File: src/rtl/cordic_pre_if.sv
// cordic_pre_if: sample/phase inputs and folded start-vector outputs of the CORDIC front end
interface cordic_pre_if #(
  parameter int DW = 20,
  parameter int AW = 20
);
  logic          pi_dv;
  logic          pi_phase_clr;
  logic [AW-1:0] pi_fcw;
  logic [DW-1:0] pi_x;
  logic [DW-1:0] pi_y;
  logic          po_dv;
  logic [AW+1:0] po_info;
  logic [DW-1:0] po_x;
  logic [DW-1:0] po_y;
  logic [AW-1:0] po_z;
  modport master (
    output pi_dv, pi_phase_clr, pi_fcw, pi_x, pi_y,
    input  po_dv, po_info, po_x, po_y, po_z
  );
  modport slave (
    input  pi_dv, pi_phase_clr, pi_fcw, pi_x, pi_y,
    output po_dv, po_info, po_x, po_y, po_z
  );
endinterface

File: src/rtl/cordic_pre.sv
// cordic_pre: 2-stage CORDIC front end folding an NCO phase or an (x,y) sample into quadrant 1.
// Defining CORDIC_PRE_DITHER_EN adds LFSR phase dither to the NCO path.
module cordic_pre #(
  parameter string CORDIC_MODE = "NCO",
  parameter int    DW          = 20,
  parameter int    AW          = 20
) (
  input logic        clk,
  input logic        rst_n,
  cordic_pre_if.slave io
);
  localparam bit            is_angle = (CORDIC_MODE == "ANGLE");
  localparam logic [DW-1:0] smin     = {1'b1, {(DW-1){1'b0}}};
  localparam logic [DW-1:0] smax     = ~smin;
  localparam logic [DW-1:0] unit     = {2'b01, {(DW-2){1'b0}}};
  localparam logic [AW-1:0] half     = {1'b1, {(AW-1){1'b0}}};
  logic [AW-1:0] acc, ph, ph_d;
  logic [DW-1:0] ax, ay;
  logic          s1_dv;
  logic [AW-1:0] s1_ph;
  logic [DW-1:0] s1_x, s1_y;
  logic [1:0]    s1_c;
  logic [1:0]    q, fc;
  logic [AW-1:0] fz;
  assign ph = io.pi_phase_clr ? '0 : acc;
`ifdef CORDIC_PRE_DITHER_EN
  logic [15:0] lfsr;
  always_ff @(posedge clk)
    if (!rst_n) lfsr <= 16'hACE1;
    else if (io.pi_dv) lfsr <= {lfsr[14:0], lfsr[15] ^ lfsr[13] ^ lfsr[12] ^ lfsr[10]};
  assign ph_d = ph + {{(AW-4){1'b0}}, lfsr[3:0]};
`else
  assign ph_d = ph;
`endif
  // magnitude saturates so the most negative input cannot wrap back to negative
  assign ax = io.pi_x[DW-1] ? ((io.pi_x == smin) ? smax : -io.pi_x) : io.pi_x;
  assign ay = io.pi_y[DW-1] ? ((io.pi_y == smin) ? smax : -io.pi_y) : io.pi_y;
  always_ff @(posedge clk) begin
    if (!rst_n) begin
      acc   <= '0;
      s1_dv <= 1'b0;
      s1_ph <= '0;
      s1_x  <= '0;
      s1_y  <= '0;
      s1_c  <= '0;
    end else begin
      s1_dv <= io.pi_dv;
      if (io.pi_dv) begin
        s1_ph <= is_angle ? '0 : ph_d;
        s1_x  <= ax;
        s1_y  <= ay;
        s1_c  <= {io.pi_x[DW-1], io.pi_y[DW-1]};
      end
      if (io.pi_dv) acc <= ph + io.pi_fcw;
      else if (io.pi_phase_clr) acc <= '0;
    end
  end
  // code bit1 negates x, bit0 negates y in the downstream post-correction
  assign q  = s1_ph[AW-1:AW-2];
  assign fc = {q[1] ^ q[0], q[1]};
  assign fz = (q == 2'b00) ? s1_ph :
              (q == 2'b01) ? half - s1_ph :
              (q == 2'b10) ? s1_ph - half : -s1_ph;
  always_ff @(posedge clk) begin
    if (!rst_n) begin
      io.po_dv   <= 1'b0;
      io.po_x    <= '0;
      io.po_y    <= '0;
      io.po_z    <= '0;
      io.po_info <= '0;
    end else begin
      io.po_dv <= s1_dv;
      if (s1_dv) begin
        io.po_x    <= is_angle ? s1_x >> 1 : unit;
        io.po_y    <= is_angle ? s1_y >> 1 : '0;
        io.po_z    <= is_angle ? '0 : fz;
        io.po_info <= is_angle ? {s1_c, {AW{1'b0}}} : {fc, s1_ph};
      end
    end
  end
endmodule

File: src/flat_wrapper.sv
// flat-port wrapper written by rule: the top's interface ports become plain ports
module cordic_pre_flat 
#(
  parameter string CORDIC_MODE = "   ",
  parameter int    DW          = 20,
  parameter int    AW          = 20
)
  (clk, rst_n, io_pi_dv, io_pi_phase_clr, io_pi_fcw, io_pi_x, io_pi_y, io_po_dv, io_po_info, io_po_x, io_po_y, io_po_z);
  cordic_pre_if #(.DW(DW), .AW(AW)) io_i ();
  input logic clk;
  input logic rst_n;
  input wire logic [$bits(io_i.pi_dv)-1:0] io_pi_dv;
  input wire logic [$bits(io_i.pi_phase_clr)-1:0] io_pi_phase_clr;
  input wire logic [$bits(io_i.pi_fcw)-1:0] io_pi_fcw;
  input wire logic [$bits(io_i.pi_x)-1:0] io_pi_x;
  input wire logic [$bits(io_i.pi_y)-1:0] io_pi_y;
  output wire logic [$bits(io_i.po_dv)-1:0] io_po_dv;
  output wire logic [$bits(io_i.po_info)-1:0] io_po_info;
  output wire logic [$bits(io_i.po_x)-1:0] io_po_x;
  output wire logic [$bits(io_i.po_y)-1:0] io_po_y;
  output wire logic [$bits(io_i.po_z)-1:0] io_po_z;
  assign io_i.pi_dv = io_pi_dv;
  assign io_i.pi_phase_clr = io_pi_phase_clr;
  assign io_i.pi_fcw = io_pi_fcw;
  assign io_i.pi_x = io_pi_x;
  assign io_i.pi_y = io_pi_y;
  assign io_po_dv = io_i.po_dv;
  assign io_po_info = io_i.po_info;
  assign io_po_x = io_i.po_x;
  assign io_po_y = io_i.po_y;
  assign io_po_z = io_i.po_z;
  cordic_pre #(.CORDIC_MODE(CORDIC_MODE), .DW(DW), .AW(AW)) u_core (.clk(clk), .rst_n(rst_n), .io(io_i));
endmodule
File: config.mk
export PLATFORM = sky130hd
export DESIGN_NAME = cordic_pre_flat
export DESIGN_NICKNAME = d
export VERILOG_FILES = /design/src/rtl/cordic_pre_if.sv /design/src/rtl/cordic_pre.sv /design/src/flat_wrapper.sv
export SDC_FILE = /design/constraint.sdc
export NUM_CORES = 1
export LEC_CHECK = 0
export CORE_MARGIN = 4
export CORE_UTILIZATION = 40
export DETAILED_ROUTE_END_ITERATION = 8
export DONT_BUFFER_PORTS = 1
export SETUP_SLACK_MARGIN = 0.05
export SLEW_MARGIN = 20
export SYNTH_ARGS = -nofsm -noshare
export SYNTH_HDL_FRONTEND = slang
export SYNTH_SLANG_ARGS = --single-unit
File: constraint.sdc
create_clock -name clk -period 3.3 [get_ports clk]
set_clock_uncertainty 0.1 [all_clocks]
set_input_delay 0.825 -clock clk [delete_from_list [all_inputs] [get_ports clk]]
set_output_delay 0.825 -clock clk [all_outputs]
set_load 0.005 [all_outputs]
# Word level (Yosys, flattened, before mapping)
# Cells that the tools add are included.
[op_classes]
n_reduce_logical = 1
eq_ne = 2
n_mux = 5
bitwise = 1
n_addsub = 4
[op_table]
columns = ["operator", "n"]
rows = [
  ["two-way mux 20 bit", 5],
  ["adder 20 bit", 1],
  ["negator 20 bit", 1],
  ["subtractor 20 bit (first input constant)", 1],
  ["subtractor 20 bit (second input constant)", 1],
  ["== test 2 x 1 -> 1 bit (second input constant)", 1],
  ["== test 2 bit (second input constant)", 1],
  ["zero test 2 bit", 1],
  ["bitwise XOR 1 bit", 1],
]
[totals]
register_bits = 85
input_bits = 64

# Depth between registers and ports, before layout
# Gate-level depths: netlist (run 1).
[depth]
depth_word = 4
depth_mapped = 12
ltp_nobuf = 10

# Worst setup path before layout (run 1)
# No wires, ideal clock.
[synth_timing]
path_kind = "input-to-reg"
startpoint = "in io_pi_phase_clr"
endpoint = "reg u_core.acc[12]"
setup_ns = 0.062
arrival_ns = 3.173
cell_stages = 12
n_path_buf = 2
slack_ns = -0.035
cell_sequence = "clkbuf_1 > clkbuf_1 > nor2b_1 > ha_1 > inv_1 > fa_1 > nor2b_1 > o31a_1 > o21ai_0 > a21oi_1 > or3_1 > nand3_1"
[synth_via]
elab_chain_len = 3
[synth_lines]
columns = ["element", "line", "text"]
rows = [
  ["from (decl)", "flat_wrapper.sv:13", "input wire logic [$bits(io_i.pi_phase_clr)-1:0] io_pi_phase_clr;"],
  ["two-way mux 20 bit", "--", ""],
  ["via u_core.ph[0]", "cordic_pre.sv:17", "logic [AW-1:0] acc, ph, ph_d;"],
  ["adder 20 bit", "cordic_pre.sv:54", "if (io.pi_dv) acc <= ph + io.pi_fcw;"],
  ["two-way mux 20 bit", "cordic_pre.sv:54", ""],
  ["to (signal assigned)", "cordic_pre.sv:54", ""],
  ["to (decl)", "cordic_pre.sv:17", ""],
]
# The timed path passes the listed nets, and every way through them passes these cells.
# A chain may end at the register's enable or synchronous reset.

# Final worst setup path (run 1)
[layout_timing]
startpoint = "in io_pi_phase_clr"
endpoint = "reg u_core.acc[19]"
# Same word-level chain as after synthesis.

==> run_results.csv, run 1 <==
group,metric,value,unit
outcome,status,"complete, no violations",
finish,multi_input_area,2910,um2
finish,design_area,5160,um2
routing,avgViaCountPerCell,5.29,
worst_setup_path,slowest_delay,460,ps
floorplan,ioPinCount,147,
timing,slew_headroom,0.567,
timing,worst_hold_slack,383,ps
clock_tree,cts.htree.levels,3,
clock_tree,cts_tree,"yes",
worst_setup_path,crit_top_cell,"o21ai_0",
finish,final_cell_mix,"82 x dfxtp_1, 59 x nor2_1, 49 x nor2b_1",
routing,drc_errors,0,
finish,seq_area,1660,um2
routing,dr.first_iter.drc_count,245,
routing,antenna_left,0,
timing,fmax,355,MHz
grt,grt_pass1_vias,3461,
power_and_ir_drop,p_leak,2.07,nW
synthesis,ys.flop_type,"dfxtp_1",
worst_setup_path,crit_family,"compound AO/OA/AOI/OAI gates",
floorplan,fp-row-count,40,
finish,stdcell_count,709,
synthesis,synth_area_leaders,"dfxtp_1 34%, mux2i_1 9.4%, buf_4 6.3%, nor2b_1 6.3%, ha_1 5.9%",
timing,timing_hold_violations_final,0,
placed_design,dp_hpwl,7950,um
worst_setup_path,end_kind,"flop",
grt,gr-usage-all-layers,0.153,
clock_tree,worstSkewPairLatency,340,ps
synthesis,synth_seq_cells,83,
timing,min_period,2810,ps
timing,min_period_over_period,0.853,
placed_design,dp.cells,693,
routing,wl,10800,um
placed_design,placed_cell_area,4860,um2
worst_setup_path,crit_chain,"nand2b_1 -> inv_1 -> ha_1 -> a211oi_1 -> o21ai_0 -> nor2b_1 -> o21ai_0 -> mux2_2 -> nand3_1",
worst_setup_path,reg2reg_slack,700,ps
finish,antenna_cells,0,
synthesis,synth_cell_types,53,
worst_setup_path,crit_slowest_cell,"a211oi_1",
grt,grt_pass1_wl,17700,um
synthesis,async_flop_share,0,
grt,grt_max_degree,52,
floorplan,core,12000,um2
finish,fin_util,0.430,
timing,worstMarginPinSlew,647,ps
clock_tree,cts_buffers,9,
timing,fin_setup_tns,0,ps
floorplan,die_area,14100,um2
routing,wire_per_inst,15.2,um
clock_tree,cts_hold_buf,0,
synthesis,syn_area,4890,um2
synthesis,synthCells,570,
timing,setup_slack,486,ps
placed_design,portBuffers,0,
synthesis,syn_area_per_cell,8.59,um2
placed_design,place.gp.congestion,0.850,
worst_setup_path,path_max_fanout,20,
timing,setup_viol_count_final,0,
synthesis,post-synth-top-area-cell,"dfxtp_1",
worst_setup_path,worstPathBufferInverterCount,1,
floorplan,die_height,119,um
worst_hold_path,min_path_type,"reg -> reg",
routing,drt_first_pass_iters,5,
power_and_ir_drop,p_per_area,457,nW/um2
power_and_ir_drop,irDropWorstVdd,0.201,mV
placed_design,place_ws,159,ps
clock_tree,clock-sinks,83,
clock_tree,clockBufferDepth,2,
finish,final_common_cell,"dfxtp_1",
floorplan,initial_utilization,0.407,
finish,drive_gt1_frac,0.0623,
routing,dr_total_vias,3748,
clock_tree,post_cts_resized,0,
run,maxCapViolations,0,
clock_tree,root_buffer,"clkbuf_16",
finish,syn2layout_area_growth,5.50,%
timing,rsz0062_at_grt,"false",
worst_setup_path,critPathRequiredTime,3480,ps
clock_tree,cts_setup_buffers,0,
synthesis,yosys_warnings,0,
worst_setup_path,cp_data_arrival_time,3000,ps
floorplan,die_width,119,um
timing,slew_violations,0,
synthesis,ys_seq_area_frac,0.339,
finish,fillers,1194,
worst_setup_path,critPathKind,"in -> reg",
synthesis,synth_edf_count,0,
finish,fin_nets,645,
power_and_ir_drop,power,2.36,mW
grt,gr-total-overflow,0,
synthesis,yosysTopAreaCellShare,0.339,
clock_tree,cts.reportedPaths.clkPinSlew,60,ps
worst_setup_path,start_kind,"primary input",
grt,antenna_found_initial,0,
## routing by layer
metal / global-route usage / up-vias / routed length (um)
met5: 0 / - / 0
met3: 0.0435 / 25 / 738
met2: 0.227 / 85 / 4790
met1: 0.198 / 1723 / 4920
met4: 0.0869 / 0 / 324
li1: - / 1915 / -
## sequential cells by signal, summed over array words and instances, names as in the netlist
name / cells
u_core.io.po_x: 1
u_core.io.po_info: 20
u_core.io.po_dv: 1
u_core.acc: 20
u_core.io.po_z: 20
u_core.s1_ph: 20
u_core.s1_dv: 1
## logic make-up (layout without fill, tap and decap cells)
group / count (synthesis) / after routing / synth area share
fa+ha+maj: 24 / 24 / 0.0629
other cells: 1 / 39 / 0.000766
simple gates: 184 / 184 / 0.195
flops: 83 / 83 / 0.339
compound gates: 124 / 124 / 0.168
buf+inv: 84 / 38 / 0.0959
xor+xnor: 22 / 22 / 0.0394
mux: 48 / 48 / 0.0987
## path summary, 6_finish.rpt
kind,start,endpoint,depth (start not counted)
worst max-delay path,io_pi_phase_clr,u_core.acc[19],9
worst min-delay path,u_core.io.po_x[18],u_core.io.po_x[18],1
worst max register to register,u_core.acc[1],u_core.acc[19],9
worst min register to register,u_core.io.po_x[18],u_core.io.po_x[18],1
## cell type report
| cell class | instances | share of cell area |
|---|---|---|
| multi-input combinational | 441 | 0.563 |
| tap | 147 | 0.0356 |
| clock buffer | 9 | 0.0436 |
| timing repair buffer | 7 | 0.0102 |
| clock inverter | 7 | 0.0148 |
| sequential | 83 | 0.322 |
| inverter | 15 | 0.0109 |
## where the power goes
part           internal, mW  leakage (nW)  switching [mW]
Combinational         0.125          1.25           0.162
Sequential             1.04         0.677          0.0292
Clock                 0.591         0.142           0.413
## cells in the mapped netlist, drive strengths merged, types with 8 or more instances
cell type / number
dfxtp: 83
nor2: 59
nor2b: 49
mux2i: 46
buf: 45
a21oi: 30
nand2: 28
o21ai: 25
clkbuf: 24
ha: 23
a211oi: 15
inv: 15
xnor2: 13
nand3: 12
xor2: 9
o211ai: 8
o21a: 8
Power figures use the tool's default switching activity.
==> inputs of run 2 (changes only) <==
- SETUP_SLACK_MARGIN: 0.05 -> 0.4
- SKIP_CTS_REPAIR_TIMING: not set -> 1
==> run_results.csv, run 2 (same netlist as run 1, synthesis figures left out) <==
group,metric,value,unit
worst_setup_path,end_kind,"flop",
worst_setup_path,path_max_fanout,20,
clock_tree,cts.reportedPaths.clkPinSlew,60,ps
power_and_ir_drop,seqPwrFrac,0.457,
finish,fin_nets,644,
timing,timing_hold_violations_final,0,
placed_design,portBuffers,0,
routing,avgViaCountPerCell,5.28,
grt,gr-usage-all-layers,0.154,
run,maxCapViolations,0,
placed_design,place.gp.congestion,0.875,
clock_tree,clockBufferDepth,2,
timing,setup_viol_count_final,0,
routing,wire_per_inst,15.6,um
power_and_ir_drop,p_per_area,451,nW/um2
floorplan,die_height,119,um
routing,drc_errors,0,
power_and_ir_drop,p_sw_frac,0.252,
finish,seq_area,1660,um2
timing,worst_hold_slack,382,ps
outcome,status,"complete, no violations",
worst_hold_path,min_path_type,"reg -> reg",
power_and_ir_drop,power.share.combinational,0.125,
grt,gr-total-overflow,0,
finish,antenna_cells,0,
clock_tree,cts_buffers,9,
timing,fmax,374,MHz
worst_setup_path,critPathKind,"in -> reg",
clock_tree,root_buffer,"clkbuf_16",
floorplan,ioPinCount,147,
finish,fillers,1175,
routing,antenna_left,0,
timing,slew_violations,0,
timing,min_period,2670,ps
worst_setup_path,critPathRequiredTime,3480,ps
routing,wl,11100,um
power_and_ir_drop,internal_power,1.75,mW
timing,worstMarginPinSlew,664,ps
placed_design,dp_hpwl,8050,um
clock_tree,cts_tree,"yes",
finish,syn2layout_area_growth,6.24,%
worst_setup_path,start_kind,"primary input",
clock_tree,cts.htree.levels,3,
power_and_ir_drop,power_frac_clock,0.418,
floorplan,die_area,14100,um2
finish,multi_input_area,2960,um2
clock_tree,worstSkewPairLatency,340,ps
grt,grt_pass1_wl,17600,um
routing,drt_first_pass_iters,4,
grt,grt_pass1_vias,3390,
grt,grt_max_degree,52,
finish,final_cell_mix,"82 x dfxtp_1, 59 x nor2_1, 47 x nor2b_1",
power_and_ir_drop,p_leak,2.07,nW
routing,dr_total_vias,3739,
worst_setup_path,cp_data_arrival_time,2850,ps
timing,slew_headroom,0.555,
grt,antenna_found_initial,0,
floorplan,core,12000,um2
finish,final_common_cell,"dfxtp_1",
clock_tree,clock-sinks,83,
timing,min_period_over_period,0.810,
power_and_ir_drop,irDropWorstVdd,0.202,mV
floorplan,fp-row-count,40,
timing,fin_setup_tns,0,ps
floorplan,die_width,119,um
timing,rsz0062_at_grt,"false",
finish,drive_gt1_frac,0.0749,
power_and_ir_drop,p_switching,0.591,mW
floorplan,initial_utilization,0.407,
routing,dr.first_iter.drc_count,196,
==> run 2: cell types whose count changed in the layout (fill, tap and decap cells not counted), moves of 2 or more <==
cell / previous run / this run
nor2b_4: 0 / 2
inv_6: 2 / 0
ha_4: 0 / 2
clkinv_2: 1 / 3
nor2b_1: 49 / 47
ha_1: 23 / 21
==> run 2: metal layers <==
layer	vias to the layer above	wire, um	track usage
met5	-	0	0
met4	0	240	0.0681
met3	19	878	0.0478
met2	121	4740	0.227
met1	1689	5200	0.205
li1	1910	-	-
==> run 2: metrics by stage <==
step / cell area (um2) / instances / setup slack [ps] / power (mW) / utilization
finish: 5200 / 708 / 629 / 2.34 / 0.433
detailed placement: 4910 / 692 / 362 / 1.39 / 0.408
floorplan: 5130 / 608 / 407 / 1.38 / -
global route: 5200 / 708 / 455 / 2.45 / 0.433
CTS: 5200 / 708 / 707 / 2.37 / 0.433
global placement: 4910 / 692 / 406 / 1.38 / 0.408
==> run 2: cell type report <==
class	count	share of cell area
clock buffer	9	0.0433
clock inverter	7	0.0132
inverter	15	0.0108
multi-input combinational	441	0.569
sequential	83	0.320
tap	147	0.0354
timing repair buffer	6	0.00866
==> run 2: critical path, stage by stage <==
cell	delay, ps
nor2b_1	220
ha_1	360
a211oi_1	360
o21bai_1	160
a41oi_1	390
nand4b_1	160
mux2_2	290
nand3_1	90
==> run 2: power by group through the flow <==
stage	sequential [mW]	clock (mW)	combinational [mW]
floorplan	1.08	0	0.302
global placement	1.09	0	0.285
detailed placement	1.09	0	0.291
CTS	1.07	1.00	0.293
global route	1.08	1.05	0.327
finish	1.07	0.979	0.294
==> run 2: final timing paths <==
| check | depth (start not counted) | end | startpoint | slack [ps] |
|---|---|---|---|---|
| max reg2reg | 8 | u_core.acc[19] | u_core.acc[12] | 800 |
| min | 1 | u_core.io.po_x[18] | u_core.io.po_x[18] | 380 |
| min reg2reg | 1 | u_core.io.po_x[18] | u_core.io.po_x[18] | 380 |
| max | 8 | u_core.acc[19] | io_pi_phase_clr | 630 |
==> inputs of run 3 (changes only) <==
- clock period: 3.3 -> 2.3 ns (I/O delays scaled with it)
==> run_results.csv, run 3 (same netlist as run 1, synthesis figures left out) <==
group,metric,value,unit
timing,min_period_over_period,0.999,
routing,drt_first_pass_iters,4,
power_and_ir_drop,irDropWorstVdd,0.410,mV
worst_setup_path,reg2reg_slack,2,ps
clock_tree,worstSkewPairLatency,340,ps
worst_setup_path,critPathKind,"reg -> reg",
routing,wire_per_inst,15.9,um
clock_tree,cts_tree,"yes",
timing,slew_headroom,0.662,
worst_setup_path,end_kind,"flop",
run,maxCapViolations,0,
worst_setup_path,startpoint,"u_core.acc[0]",
floorplan,initial_utilization,0.407,
finish,final_common_cell,"dfxtp_1",
timing,min_period,2300,ps
finish,fin_nets,721,
timing,fin_setup_tns,0,ps
clock_tree,root_buffer,"clkbuf_16",
floorplan,die_area,14100,um2
timing,slew_violations,0,
finish,multi_input_area,3470,um2
floorplan,core,12000,um2
placed_design,dp_hpwl,8880,um
routing,drc_errors,0,
power_and_ir_drop,p_leak,2.57,nW
finish,syn2layout_area_growth,30.0,%
finish,final_cell_mix,"78 x dfxtp_1, 75 x buf_4, 57 x nor2_1",
floorplan,die_height,119,um
worst_setup_path,start_kind,"flop",
clock_tree,clock-sinks,83,
timing,setup_viol_count_final,0,
timing,worstMarginPinSlew,507,ps
routing,avgViaCountPerCell,5.21,
grt,gr-total-overflow,0,
finish,seq_area,1670,um2
worst_setup_path,crit_end,"u_core.acc[6]",
grt,use_met2,0.251,
floorplan,fp-row-count,40,
timing,fmax,435,MHz
finish,fillers,1072,
clock_tree,cts_buffers,9,
finish,design_area,6360,um2
clock_tree,clockBufferDepth,2,
routing,dr_total_vias,4091,
finish,drive_gt1_frac,0.295,
floorplan,die_width,119,um
timing,rsz0062_at_grt,"true",
routing,wl,12500,um
clock_tree,cts.reportedPaths.clkPinSlew,60,ps
worst_setup_path,critPathRequiredTime,2420,ps
worst_setup_path,path_max_fanout,2,
worst_setup_path,reg2reg_from,"u_core.acc[0]",
grt,grt_pass1_wl,18900,um
power_and_ir_drop,power,3.74,mW
worst_setup_path,reg2reg_to,"u_core.acc[6]",
timing,timing_hold_violations_final,0,
grt,grt_use_met1,0.218,
grt,antenna_found_initial,0,
worst_setup_path,cp_data_arrival_time,2420,ps
routing,dr.first_iter.drc_count,263,
placed_design,portBuffers,0,
outcome,status,"complete, no violations",
worst_setup_path,reg2reg_depth,12,
floorplan,ioPinCount,147,
routing,antenna_left,0,
grt,busiest_layer,"met2",
finish,antenna_cells,0,
worst_hold_path,min_path_type,"in -> reg",
grt,grtUsageMet3,0.0416,
placed_design,placed_cell_area,5430,um2
clock_tree,cts.htree.levels,3,
grt,gr-usage-all-layers,0.164,
placed_design,place.gp.congestion,0.838,
grt,grt_pass1_vias,3664,
power_and_ir_drop,p_per_area,588,nW/um2
grt,grt_max_degree,52,
run 3: critical path: stages, from the launching register on:
cell,delay (ps)
dfxtp_1,300
nor2b_4,120
ha_4,160
inv_2,50
fa_2,230
nor2b_4,40
o31a_1,270
buf_6,140
buf_6,110
o21a_1,170
or3_1,300
a31oi_1,130
nor2_1,50
run 3: worst min path at each step:
stage | cells after the start | start | slack (ps) | end
after floorplan | 1 | u_core.io.po_x[18] | 350 | u_core.io.po_x[18]
after global placement | 1 | u_core.io.po_x[18] | 370 | u_core.io.po_x[18]
after detailed placement | 1 | u_core.io.po_x[18] | 400 | u_core.io.po_x[18]
after CTS | 1 | rst_n | 250 | u_core.acc[3]
after global routing | 1 | rst_n | 260 | u_core.io.po_info[16]
final | 1 | rst_n | 290 | u_core.io.po_info[21]
run 3: power breakdown:
part           total (mW)  internal (mW)  switching, mW
clock network        1.57          0.980          0.588
logic               0.635          0.324          0.311
registers            1.54           1.50         0.0423
run 3: area by class of cell:
class,instances,share of cell area
sequential,83,0.262
inverter,15,0.00885
clock buffer,10,0.0375
clock inverter,6,0.0140
multi-input combinational,441,0.545
timing repair buffer,83,0.104
tap,147,0.0289
run 3: metal layers:
layer,wire [um],up-vias
li1,-,2060
met1,5570,1920
met2,5890,97
met3,784,14
met4,212,0
met5,0,-
run 3: through the flow:
stage / util / cells / worst slack (ps) / hold slack (ps)
final: 0.530 / 785 / 2.05 / 289
after global routing: 0.530 / 785 / -89.0 / 263
after CTS: 0.479 / 773 / -45.4 / 246
after detailed placement: 0.452 / 757 / -328 / 396
after global placement: 0.452 / 757 / -275 / 365
after floorplan: - / 608 / -336 / 351
